==> src/rtl/game_tick_scheduler.sv <==
// game_tick_scheduler: central game timing for goose-run.
// One shared prescaler produces base ticks. Move and spawn enables are derived
// from the base ticks. The block also runs the game-phase FSM, shortens the
// move period as play continues, and keeps the score.
//
// Handshake note: start, pause and collision are single-cycle pulses with no
// back-pressure. Each pulse is acted on in the cycle it is high, or ignored if
// the current phase does not accept it. move_tick and spawn_tick are one-clock
// registered enables; the consumer must take them in the cycle they are high.
module game_tick_scheduler #(
  parameter int PRESCALE      = 1000000,
  parameter int MOVE_START    = 50,
  parameter int MOVE_MIN      = 10,
  parameter int MOVE_STEP     = 5,
  parameter int SPEEDUP_EVERY = 8,
  parameter int SPAWN_DIV     = 4
) (
  input  logic        clock,
  input  logic        reset,
  input  logic        start,
  input  logic        pause,
  input  logic        collision,
  output logic        move_tick,
  output logic        spawn_tick,
  output logic        running,
  output logic        game_over,
  output logic [3:0]  level,
  output logic [15:0] score,
  output logic [1:0]  dbg_state
);

  localparam int PW   = (PRESCALE > 1) ? $clog2(PRESCALE) : 1;
  localparam int PERW = $clog2(MOVE_START + 1);
  localparam int SPW  = (SPEEDUP_EVERY > 1) ? $clog2(SPEEDUP_EVERY) : 1;
  localparam int SDW  = (SPAWN_DIV > 1) ? $clog2(SPAWN_DIV) : 1;

  localparam logic [PW-1:0]   PRESC_LAST   = PW'(PRESCALE - 1);
  localparam logic [PERW-1:0] PERIOD_START = PERW'(MOVE_START);
  localparam logic [PERW-1:0] PERIOD_MIN   = PERW'(MOVE_MIN);
  localparam logic [PERW-1:0] PERIOD_STEP  = PERW'(MOVE_STEP);
  localparam logic [SPW-1:0]  SPD_LAST     = SPW'(SPEEDUP_EVERY - 1);
  localparam logic [SDW-1:0]  SPAWN_LAST   = SDW'(SPAWN_DIV - 1);

  // Game-phase encoding, exported on dbg_state.
  localparam logic [1:0] ST_IDLE   = 2'd0;
  localparam logic [1:0] ST_RUN    = 2'd1;
  localparam logic [1:0] ST_PAUSED = 2'd2;
  localparam logic [1:0] ST_OVER   = 2'd3;

  logic [1:0]      state_q, state_d;
  logic [PW-1:0]   presc_q, presc_d;
  logic [PERW-1:0] mcnt_q, mcnt_d;
  logic [PERW-1:0] period_q, period_d;
  logic [SPW-1:0]  spd_q, spd_d;
  logic [SDW-1:0]  spawn_q, spawn_d;
  logic [3:0]      level_q, level_d;
  logic [15:0]     score_q, score_d;
  logic            move_tick_q, move_tick_d;
  logic            spawn_tick_q, spawn_tick_d;
  logic            running_q, running_d;
  logic            game_over_q, game_over_d;

  logic            base_tick;
  logic            period_can_step;
  logic [PERW-1:0] period_last;

  // Base tick is the last prescaler count; only consulted while running.
  assign base_tick   = (presc_q == PRESC_LAST);
  assign period_last = period_q - PERW'(1);
  // One extra bit keeps MIN+STEP from wrapping, so the decrement never underflows.
  assign period_can_step = ({1'b0, period_q} >= ({1'b0, PERIOD_MIN} + {1'b0, PERIOD_STEP}));

  // Next-state logic for the phase FSM and all game counters.
  always_comb begin
    state_d      = state_q;
    presc_d      = presc_q;
    mcnt_d       = mcnt_q;
    period_d     = period_q;
    spd_d        = spd_q;
    spawn_d      = spawn_q;
    level_d      = level_q;
    score_d      = score_q;
    move_tick_d  = 1'b0;
    spawn_tick_d = 1'b0;

    case (state_q)
      ST_IDLE, ST_OVER: begin
        presc_d = '0;
        if (start) begin
          // A fresh game always starts from level 0 at the slowest speed.
          state_d  = ST_RUN;
          mcnt_d   = '0;
          period_d = PERIOD_START;
          spd_d    = '0;
          spawn_d  = '0;
          level_d  = '0;
          score_d  = '0;
        end
      end

      ST_RUN: begin
        if (collision) begin
          // Collision beats pause and beats a coincident move event.
          state_d = ST_OVER;
          presc_d = '0;
        end else begin
          if (pause) begin
            state_d = ST_PAUSED;
          end
          if (base_tick) begin
            presc_d = '0;
            if (mcnt_q == period_last) begin
              mcnt_d      = '0;
              move_tick_d = 1'b1;
              if (score_q != 16'hFFFF) begin
                score_d = score_q + 16'd1;
              end
              if (spd_q == SPD_LAST) begin
                spd_d = '0;
                if (period_can_step) begin
                  period_d = period_q - PERIOD_STEP;
                end else begin
                  period_d = PERIOD_MIN;
                end
                if (level_q != 4'hF) begin
                  level_d = level_q + 4'd1;
                end
              end else begin
                spd_d = spd_q + SPW'(1);
              end
              if (spawn_q == SPAWN_LAST) begin
                spawn_d      = '0;
                spawn_tick_d = 1'b1;
              end else begin
                spawn_d = spawn_q + SDW'(1);
              end
            end else begin
              mcnt_d = mcnt_q + PERW'(1);
            end
          end else begin
            presc_d = presc_q + PW'(1);
          end
        end
      end

      ST_PAUSED: begin
        if (pause) begin
          state_d = ST_RUN;
        end
      end

      default: begin
        state_d = ST_IDLE;
      end
    endcase
  end

  // Phase flags are registered decodes of the next state so they line up with state_q.
  always_comb begin
    running_d   = (state_d == ST_RUN);
    game_over_d = (state_d == ST_OVER);
  end

  // State registers with synchronous reset taking priority over every input.
  always_ff @(posedge clock) begin
    if (reset) begin
      state_q      <= ST_IDLE;
      presc_q      <= '0;
      mcnt_q       <= '0;
      period_q     <= PERIOD_START;
      spd_q        <= '0;
      spawn_q      <= '0;
      level_q      <= '0;
      score_q      <= '0;
      move_tick_q  <= 1'b0;
      spawn_tick_q <= 1'b0;
      running_q    <= 1'b0;
      game_over_q  <= 1'b0;
    end else begin
      state_q      <= state_d;
      presc_q      <= presc_d;
      mcnt_q       <= mcnt_d;
      period_q     <= period_d;
      spd_q        <= spd_d;
      spawn_q      <= spawn_d;
      level_q      <= level_d;
      score_q      <= score_d;
      move_tick_q  <= move_tick_d;
      spawn_tick_q <= spawn_tick_d;
      running_q    <= running_d;
      game_over_q  <= game_over_d;
    end
  end

  assign move_tick  = move_tick_q;
  assign spawn_tick = spawn_tick_q;
  assign running    = running_q;
  assign game_over  = game_over_q;
  assign level      = level_q;
  assign score      = score_q;
  assign dbg_state  = state_q;

endmodule

==> config.mk <==
export PLATFORM = sky130hd
export DESIGN_NAME = game_tick_scheduler
export DESIGN_NICKNAME = d
export VERILOG_FILES = /design/src/rtl/game_tick_scheduler.sv
export SDC_FILE = /design/constraint.sdc
export NUM_CORES = 1
export LEC_CHECK = 0
export BUFFER_PORTS_ARGS = -buffer_cell sky130_fd_sc_hd__buf_2
export CAP_MARGIN = 20
export CORE_MARGIN = 5
export CORE_UTILIZATION = 47
export CTS_BUF_LIST = sky130_fd_sc_hd__clkbuf_4
export DETAILED_ROUTE_END_ITERATION = 8
export PLACE_DENSITY = 0.65
export SETUP_SLACK_MARGIN = 0.4
export SLEW_MARGIN = 20
export SYNTH_ARGS = -nofsm -noshare
export SYNTH_HDL_FRONTEND = slang
export SYNTH_SLANG_ARGS = --single-unit
==> constraint.sdc <==
create_clock -name clock -period 3 [get_ports clock]
set_input_delay 0.3 -clock clock [delete_from_list [all_inputs] [get_ports clock]]
set_output_delay 0.3 -clock clock [all_outputs]
set_load 0.005 [all_outputs]
==> reports/metrics.cfg, run 1 <==
[global_routing]
grt.overflow.total=0
grt_pass1_wl_um=13450
grt_pass1_vias=2870
track_usage_pct=18.65
grt_antenna_before_repair=0
grt_start_max_net_pins=22

[critical_path]
rr_endpoint=period_q[4]
worstPathCellList=inv_1 -> ha_1 -> xnor2_1 -> o2bb2ai_1 -> a211oi_4 -> buf_4 -> buf_4 -> a41o_1 -> nand3_1 -> a211o_1
r2r_slack_ps=530
regToRegStartpoint=period_q[0]
cp-start-kind=register
critPathArrivalTime_ps=2760
crit_start=period_q[0]
path_max_fanout=7
cp.required_ps=3290
cpMaxStageDelayCell=dfxtp_1
critPathCaptureType=register
r2r_cells=10
critical_path.max_stage_delay_ps=460
worstSetupPathType=register to register
cpMostUsedCell=buf_4
cp-endpoint=period_q[4]

[clock_tree]
numClockSinks=63
cts_root_buf=clkbuf_4
cts_tree=yes
clock_latency_ps=400
clk_pin_slew_worst_paths_ps=120
htreeDepth=3
cts.path.max_buffers=2
numCtsBuffers=9

[final_layout]
post-route-util_pct=54.05
fillerInstances=697
area_delta_synth_final_pct=13.06
final_cells=550
seq_area_um2=1261
drive_gt1_share_pct=17.74
multi_input_area_um2=2037
finalNetCount=462
diodes=0

[logic_synthesis]
async_reset_ff_share_pct=0
synthTopCellsByArea=dfxtp_1 37%, xor2_1 4.9%, nor2_1 4.8%
synth.distinct_cells=67
synthFlopType=dfxtp_1
ys_seq_area_share_pct=36.76
yosysWarnings=0
synth_area_um2=3431
syn_area_per_cell_um2=8.429
yosys.area.top_type=dfxtp_1
synthesis.nets=423
syn-instance-count=407
ys_seq_elements=63
synth_edf_count=0
synth.top_cell.area_share_pct=36.76

[routing]
num_vias=3125
viasPerCell=5.682
drt-pass1-iter-count=4
antenna_left=0
drt_iter0_drc=142
drc=0
wl_per_cell_um=14.25
drt-total-wl_um=7837

[hold_path]
hold_class=input pin to register

[placed_design]
io_buffers=30
place.gp.congestion=0.8123
hpwl_um=5226
dp_cells=522

[sta]
fin_skew_ps=17.20
worstMarginPinSlew_ps=640.9
fmax_mhz=404.7
holdWs_ps=301.8
hold_viol_final=0
fin_crit_sh_pct=82.37
setup_tns_ps=0
slew_viol_final=0
min_period_ps=2471
setup_viol=0
rsz0062_at_grt=true
slew_headroom_pct=57.27

[status]
outcome=finished clean

[pwr]
pwr_density_cell_nw_per_um2=529.2
ir_worst_vdd_uv=282.3
power.total_uw=2053
p_leak_uw=0.001500

[die]
die_x_um=95.44
core_um2=7176
pin_count=31
initial_core_util_pct=47.81
die_y_um=95.44
row_count=31
die_area_um2=9108

[flow_run]
cap_violations=0

==> synthesized netlist by cell type (2+ instances only) <==
cell	instances
a21oi_1	26
nand3_1	23
or4_1	10
or3_1	11
buf_6	4
o21a_1	2
a21o_2	2
o31ai_1	4
xnor2_1	11
dfxtp_1	63
and3_2	3
or3_4	2
clkbuf_1	6
or3_2	2
a211oi_4	2
and3_1	11
a41o_1	2
a31oi_1	3
nor4b_1	3
nor2b_1	5
nor4_1	3
and2_1	3
o211ai_1	5
o21ai_0	23
nor2_1	44
o21bai_1	3
nand2b_1	4
xor2_1	19
nor3_1	5
inv_1	12
buf_1	2
mux2i_1	2
ha_1	11
nand2_1	30
nand4_1	14
==> cells by family after synthesis <==
kind of cell             share of synthesized area (%)
AO/OA/AOI/OAI                                    16.81
XOR/XNOR                                         7.659
adder cells (fa/ha/maj)                          4.012
buffers and inverters                            4.814
AND/OR/NAND/NOR                                  29.03
flip-flops                                       36.76
multiplexers                                    0.9117
==> area by class of cell <==
type,instances,share of cell area (%)
Sequential cell,63,32.52
Timing Repair Buffer,43,6.387
Inverter,12,1.161
Clock inverter,7,2.484
Tap cell,99,3.194
Multi-Input combinational cell,317,52.52
Clock buffer,9,1.742
==> metrics by stage <==
step,setup WS [ps],cell area [um^2]
2_1_floorplan,658.5,3431
3_3_place_gp,385.5,3607
3_5_place_dp,316.3,3607
4_1_cts,423.1,3825
5_1_grt,384.6,3879
6_report,529.0,3879
==> report_power, final <==
part	internal [uW]	total, uW	switching, uW
clock network	339	672	333
logic	155	477	322
registers	868	904	35.8
total	1360	2050	691
==> worst max-delay path: cells and delay by family, from the launching register on <==
| family | cells | cell delay [ps] |
|---|---|---|
| compound gates | 4 | 970 |
| xor+xnor | 1 | 160 |
| buf+inv | 3 | 390 |
| simple gates | 1 | 100 |
| flops | 1 | 460 |
| fa+ha+maj | 1 | 300 |
==> per-layer routing <==
metal	global-route usage [%]	part of all wire, %	vias to the layer above
met3	3.946	3.9	7
met1	23.05	46	1501
li1	-	-	1567
met5	0	0	-
met2	32.13	49	50
met4	6.280	0.97	0
==> sequential cells by signal, summed over array words and instances, names as in the netlist <==
name        flops
presc_q        20
level           4
score          16
period_q        6
move_tick       1
spd_q           3
spawn_q         2
mcnt_q          6
spawn_tick      1
game_over       1
dbg_state       2
running         1
==> timing repair <==
item	4_1_cts	5_1_grt
gates resized for setup	0	4
endpoints found under the setup margin	14	32
pin swaps	3	2
hold buffers	0	0
setup buffers	6	4
cloned	1	1
==> cells in the final DEF, fill, tap and decap left out, types with 4 or more instances in the layout <==
| master | count |
|---|---|
| dfxtp_1 | 63 |
| nor2_1 | 44 |
| nand2_1 | 30 |
| buf_2 | 30 |
| a21oi_1 | 26 |
| nand3_1 | 23 |
| o21ai_0 | 23 |
| xor2_1 | 19 |
| nand4_1 | 14 |
| buf_4 | 13 |
| inv_1 | 12 |
| xnor2_1 | 11 |
| and3_1 | 11 |
| or3_1 | 11 |
| ha_1 | 11 |
| or4_1 | 10 |
| clkbuf_4 | 9 |
| nor2b_1 | 5 |
| nor3_1 | 5 |
| o211ai_1 | 5 |
| nand2b_1 | 4 |
| o31ai_1 | 4 |
==> worst min path at each step <==
| stage | startpoint | end | slack [ps] | cells past startpoint |
|---|---|---|---|---|
| final | reset | dbg_state[1] | 300 | 2 |
| after global routing | reset | spawn_q[1] | 290 | 2 |
| after CTS | reset | dbg_state[1] | 280 | 2 |
| after detailed placement | spawn_q[1] | spawn_q[1] | 470 | 2 |
| after global placement | spd_q[1] | spd_q[1] | 470 | 2 |
| after floorplan | spawn_q[1] | spawn_q[1] | 450 | 2 |
Note: power is estimated with default switching activity, not from simulation.
==> run 2, diff against run 1 <==
--- a/config.mk
+++ b/config.mk
@@ -5,6 +5,7 @@
 export SDC_FILE = /design/constraint.sdc
 export NUM_CORES = 1
 export LEC_CHECK = 0
+export ABC_AREA = 1
 export BUFFER_PORTS_ARGS = -buffer_cell sky130_fd_sc_hd__buf_2
 export CAP_MARGIN = 20
 export CORE_MARGIN = 5
==> constraint.sdc (replaced) <==
create_clock -name clock -period 2.28 [get_ports clock]
set_input_delay 0.228 -clock clock [delete_from_list [all_inputs] [get_ports clock]]
set_output_delay 0.228 -clock clock [all_outputs]
set_load 0.005 [all_outputs]
==> run 2 against run 1 <==
Effect of this change: combinational power grew 28%; global-route usage increased by 0.53 points; utilization is 3.1 points higher.
==> reports/metrics.cfg, run 2 <==
[logic_synthesis]
synth_edf_count=0  ; unchanged
synth.distinct_cells=44  ; -34%
ys_seq_elements=63  ; unchanged
synthFlopType=dfxtp_1
ys_seq_area_share_pct=33.17  ; -3.6 points
async_reset_ff_share_pct=0  ; unchanged
synthesis.nets=544  ; +29%
yosysWarnings=0  ; unchanged
synth.top_cell.area_share_pct=33.17  ; -3.6 points
syn-instance-count=528  ; +30%
synth_area_um2=3802  ; +11%
syn_area_per_cell_um2=7.202  ; -15%
yosys.area.top_type=dfxtp_1
synthTopCellsByCount=108 x nand2_1, 74 x nor2_1, 63 x dfxtp_1, 44 x inv_1, 38 x nand3_1
yosysMostFrequentCell=nand2_1
synthTopCellsByArea=dfxtp_1 33%, nand2_1 11%, nor2_1 7.3%

[pwr]
p_leak_uw=0.001768  ; +18%
pwr_density_cell_nw_per_um2=548.6  ; +3.7%
ir_worst_vdd_uv=261.2  ; -7.5%

[die]
pin_count=31  ; unchanged
die_x_um=99.95  ; +4.7%
initial_core_util_pct=48.70  ; +0.89 points
die_area_um2=9989  ; +9.7%
die_y_um=99.95  ; +4.7%
row_count=32  ; +3.2%
core_um2=7807  ; +8.8%

[sta]
layout_setup_ws_ps=398.2  ; -130.8 ps
setup_tns_ps=0  ; unchanged
setup_viol=0  ; unchanged
fin_crit_sh_pct=82.54  ; +0.17 points
min_period_ps=1882  ; -589.2 ps
fmax_mhz=531.4  ; +31%
slew_headroom_pct=69.15  ; +12 points
fin_skew_ps=14.35  ; -2.859 ps
slew_viol_final=0  ; unchanged
hold_viol_final=0  ; unchanged
rsz0062_at_grt=true
worstMarginPinSlew_ps=462.3  ; -178.6 ps

[routing]
drt_iter0_drc=201  ; +42%
drt-total-wl_um=9266  ; +18%
num_vias=3524  ; +13%
drt-pass1-iter-count=4  ; unchanged
viasPerCell=5.160  ; -9.2%
wl_per_cell_um=13.57  ; -4.8%
drc=0  ; unchanged
antenna_left=0  ; unchanged

[final_layout]
largest_register_ffs=20  ; unchanged
post-route-util_pct=57.20  ; +3.1 points
diodes=0  ; unchanged
top_register=presc_q
area_delta_synth_final_pct=17.44
final_cell_mix=101 x nand2_1, 68 x nor2_1, 54 x dfxtp_1
fin_area_um2=4466  ; +15%
drive_gt1_share_pct=26.16  ; +8.4 points
layout_commonest_cell=nand2_1
finalNetCount=593  ; +28%

[global_routing]
grt_pass1_wl_um=15710  ; +17%
grt_start_max_net_pins=25  ; +14%
grt_antenna_before_repair=0  ; unchanged
track_usage_pct=19.18  ; +0.53 points
grt.overflow.total=0  ; unchanged
grt_pass1_vias=3317  ; +16%

[placed_design]
place_ws_ps=183.6  ; -132.7 ps
place_area_um2=4041  ; +12%
place.gp.congestion=0.8713  ; +7.3%
hpwl_um=6231  ; +19%
io_buffers=30  ; unchanged

[critical_path]
r2r_slack_ps=400  ; -130 ps
worstSetupPathType=register to register
critical_path.max_stage_delay_ps=370  ; -90 ps
worstPathCellList=inv_4 -> ha_4 -> xor2_1 -> nand3_1 -> nor2_2 -> nand3_4 -> nand2_8 -> nand2_8 -> nor2_8 -> inv_2 -> nand2_2 -> nand2_2 -> nor2_2
r2r_cells=13  ; +3
cp.required_ps=2630  ; -660 ps
cpMaxStageDelayCell=dfxtp_2
rr_endpoint=period_q[2]
path_max_fanout=7  ; unchanged
regToRegStartpoint=period_q[0]
cp_num_buf_inv=2  ; -1
cp-start-kind=register
critPathCaptureType=register
cp.depth=13  ; +3
critPathArrivalTime_ps=2230  ; -530 ps
path_delay_family=simple AND/OR/NAND/NOR gates

[clock_tree]
hold_buffers=0  ; unchanged
clock_latency_ps=400  ; about the same
htreeDepth=3  ; unchanged
cts.path.max_buffers=2  ; unchanged
cts_root_buf=clkbuf_4
numCtsBuffers=9  ; unchanged
clk_pin_slew_worst_paths_ps=100  ; -20 ps
numClockSinks=63  ; unchanged
cts_tree=yes

[hold_path]
min_from=collision
hold_depth=4  ; +2
holdPathEnd=presc_q[4]
hold_class=input pin to register

[status]
outcome=finished clean

[flow_run]
cap_violations=0  ; unchanged

run 2: cell count changes in the layout (fill, tap and decap cells not counted), moves of 13 or more:
cell     previous run  this run
inv_1              12        43
nor2_1             44        68
o21ai_0            23         6
nand2_1            30       101
nand3_2             0        13
nand3_1            23        37
run 2: cells by family after synthesis:
logic type                 share of synthesized area (%)
buffers and inverters                              8.128
xor gates and xnor gates                           8.490
DFF                                                33.17
AOI/OAI and AO/OA                                  9.115
muxes                                             0.2633
adders and majority gates                          3.620
and+or+nand+nor                                    37.22
run 2: stage by stage:
step,power (uW),hold slack [ps],cells
after floorplan,1593,451.4,528
after global placement,1685,471.4,651
after detailed placement,1697,479.0,651
after CTS,2409,227.7,675
after global routing,2605,220.4,683
final,2450,254.8,683
run 2: timing repair:
action	in CTS	in global routing
pin swaps	9	14
gates cloned	2	1
endpoints found under the setup margin	37	56
buffers inserted	7	7
gates resized for setup	20	31
run 2: area by class of cell:
| class | count | area [um^2] |
|---|---|---|
| Clock buffer | 13 | 97.59 |
| Multi-Input combinational cell | 396 | 2409 |
| Sequential cell | 63 | 1275 |
| Clock inverter | 2 | 8.758 |
| Timing Repair Buffer | 51 | 320.3 |
| Fill cell | 750 | 3342 |
| Tap cell | 102 | 127.6 |
| Inverter | 56 | 227.7 |
run 2: per-layer routing:
| layer | part of all wire [%] | global-route usage (%) | routed length, um |
|---|---|---|---|
| met2 | 47 | 29.09 | 4313 |
| met5 | 0 | 0 | 0 |
| met1 | 47 | 26.93 | 4388 |
| met3 | 4.6 | 4.170 | 425 |
| met4 | 1.5 | 6.408 | 138 |
run 2: power breakdown:
| group | internal (uW) | switching, uW |
|---|---|---|
| sequential | 1140 | 48.8 |
| clock | 264 | 384 |
| combinational | 232 | 377 |
run 2: worst max-delay path by stage:
stage / from / end / slack (ps)
final: period_q[0] / period_q[2] / 400
after global routing: period_q[0] / period_q[2] / 240
after CTS: dbg_state[0] / period_q[5] / 390
after detailed placement: period_q[0] / score[2] / 180
after global placement: period_q[0] / score[11] / 270
after floorplan: period_q[0] / score[14] / 430
run 2: tightest hold or removal path, cell delays in order:
cell and delay, ps:
buf_2 100, inv_1 100, nand4_1 110, a21oi_1 60
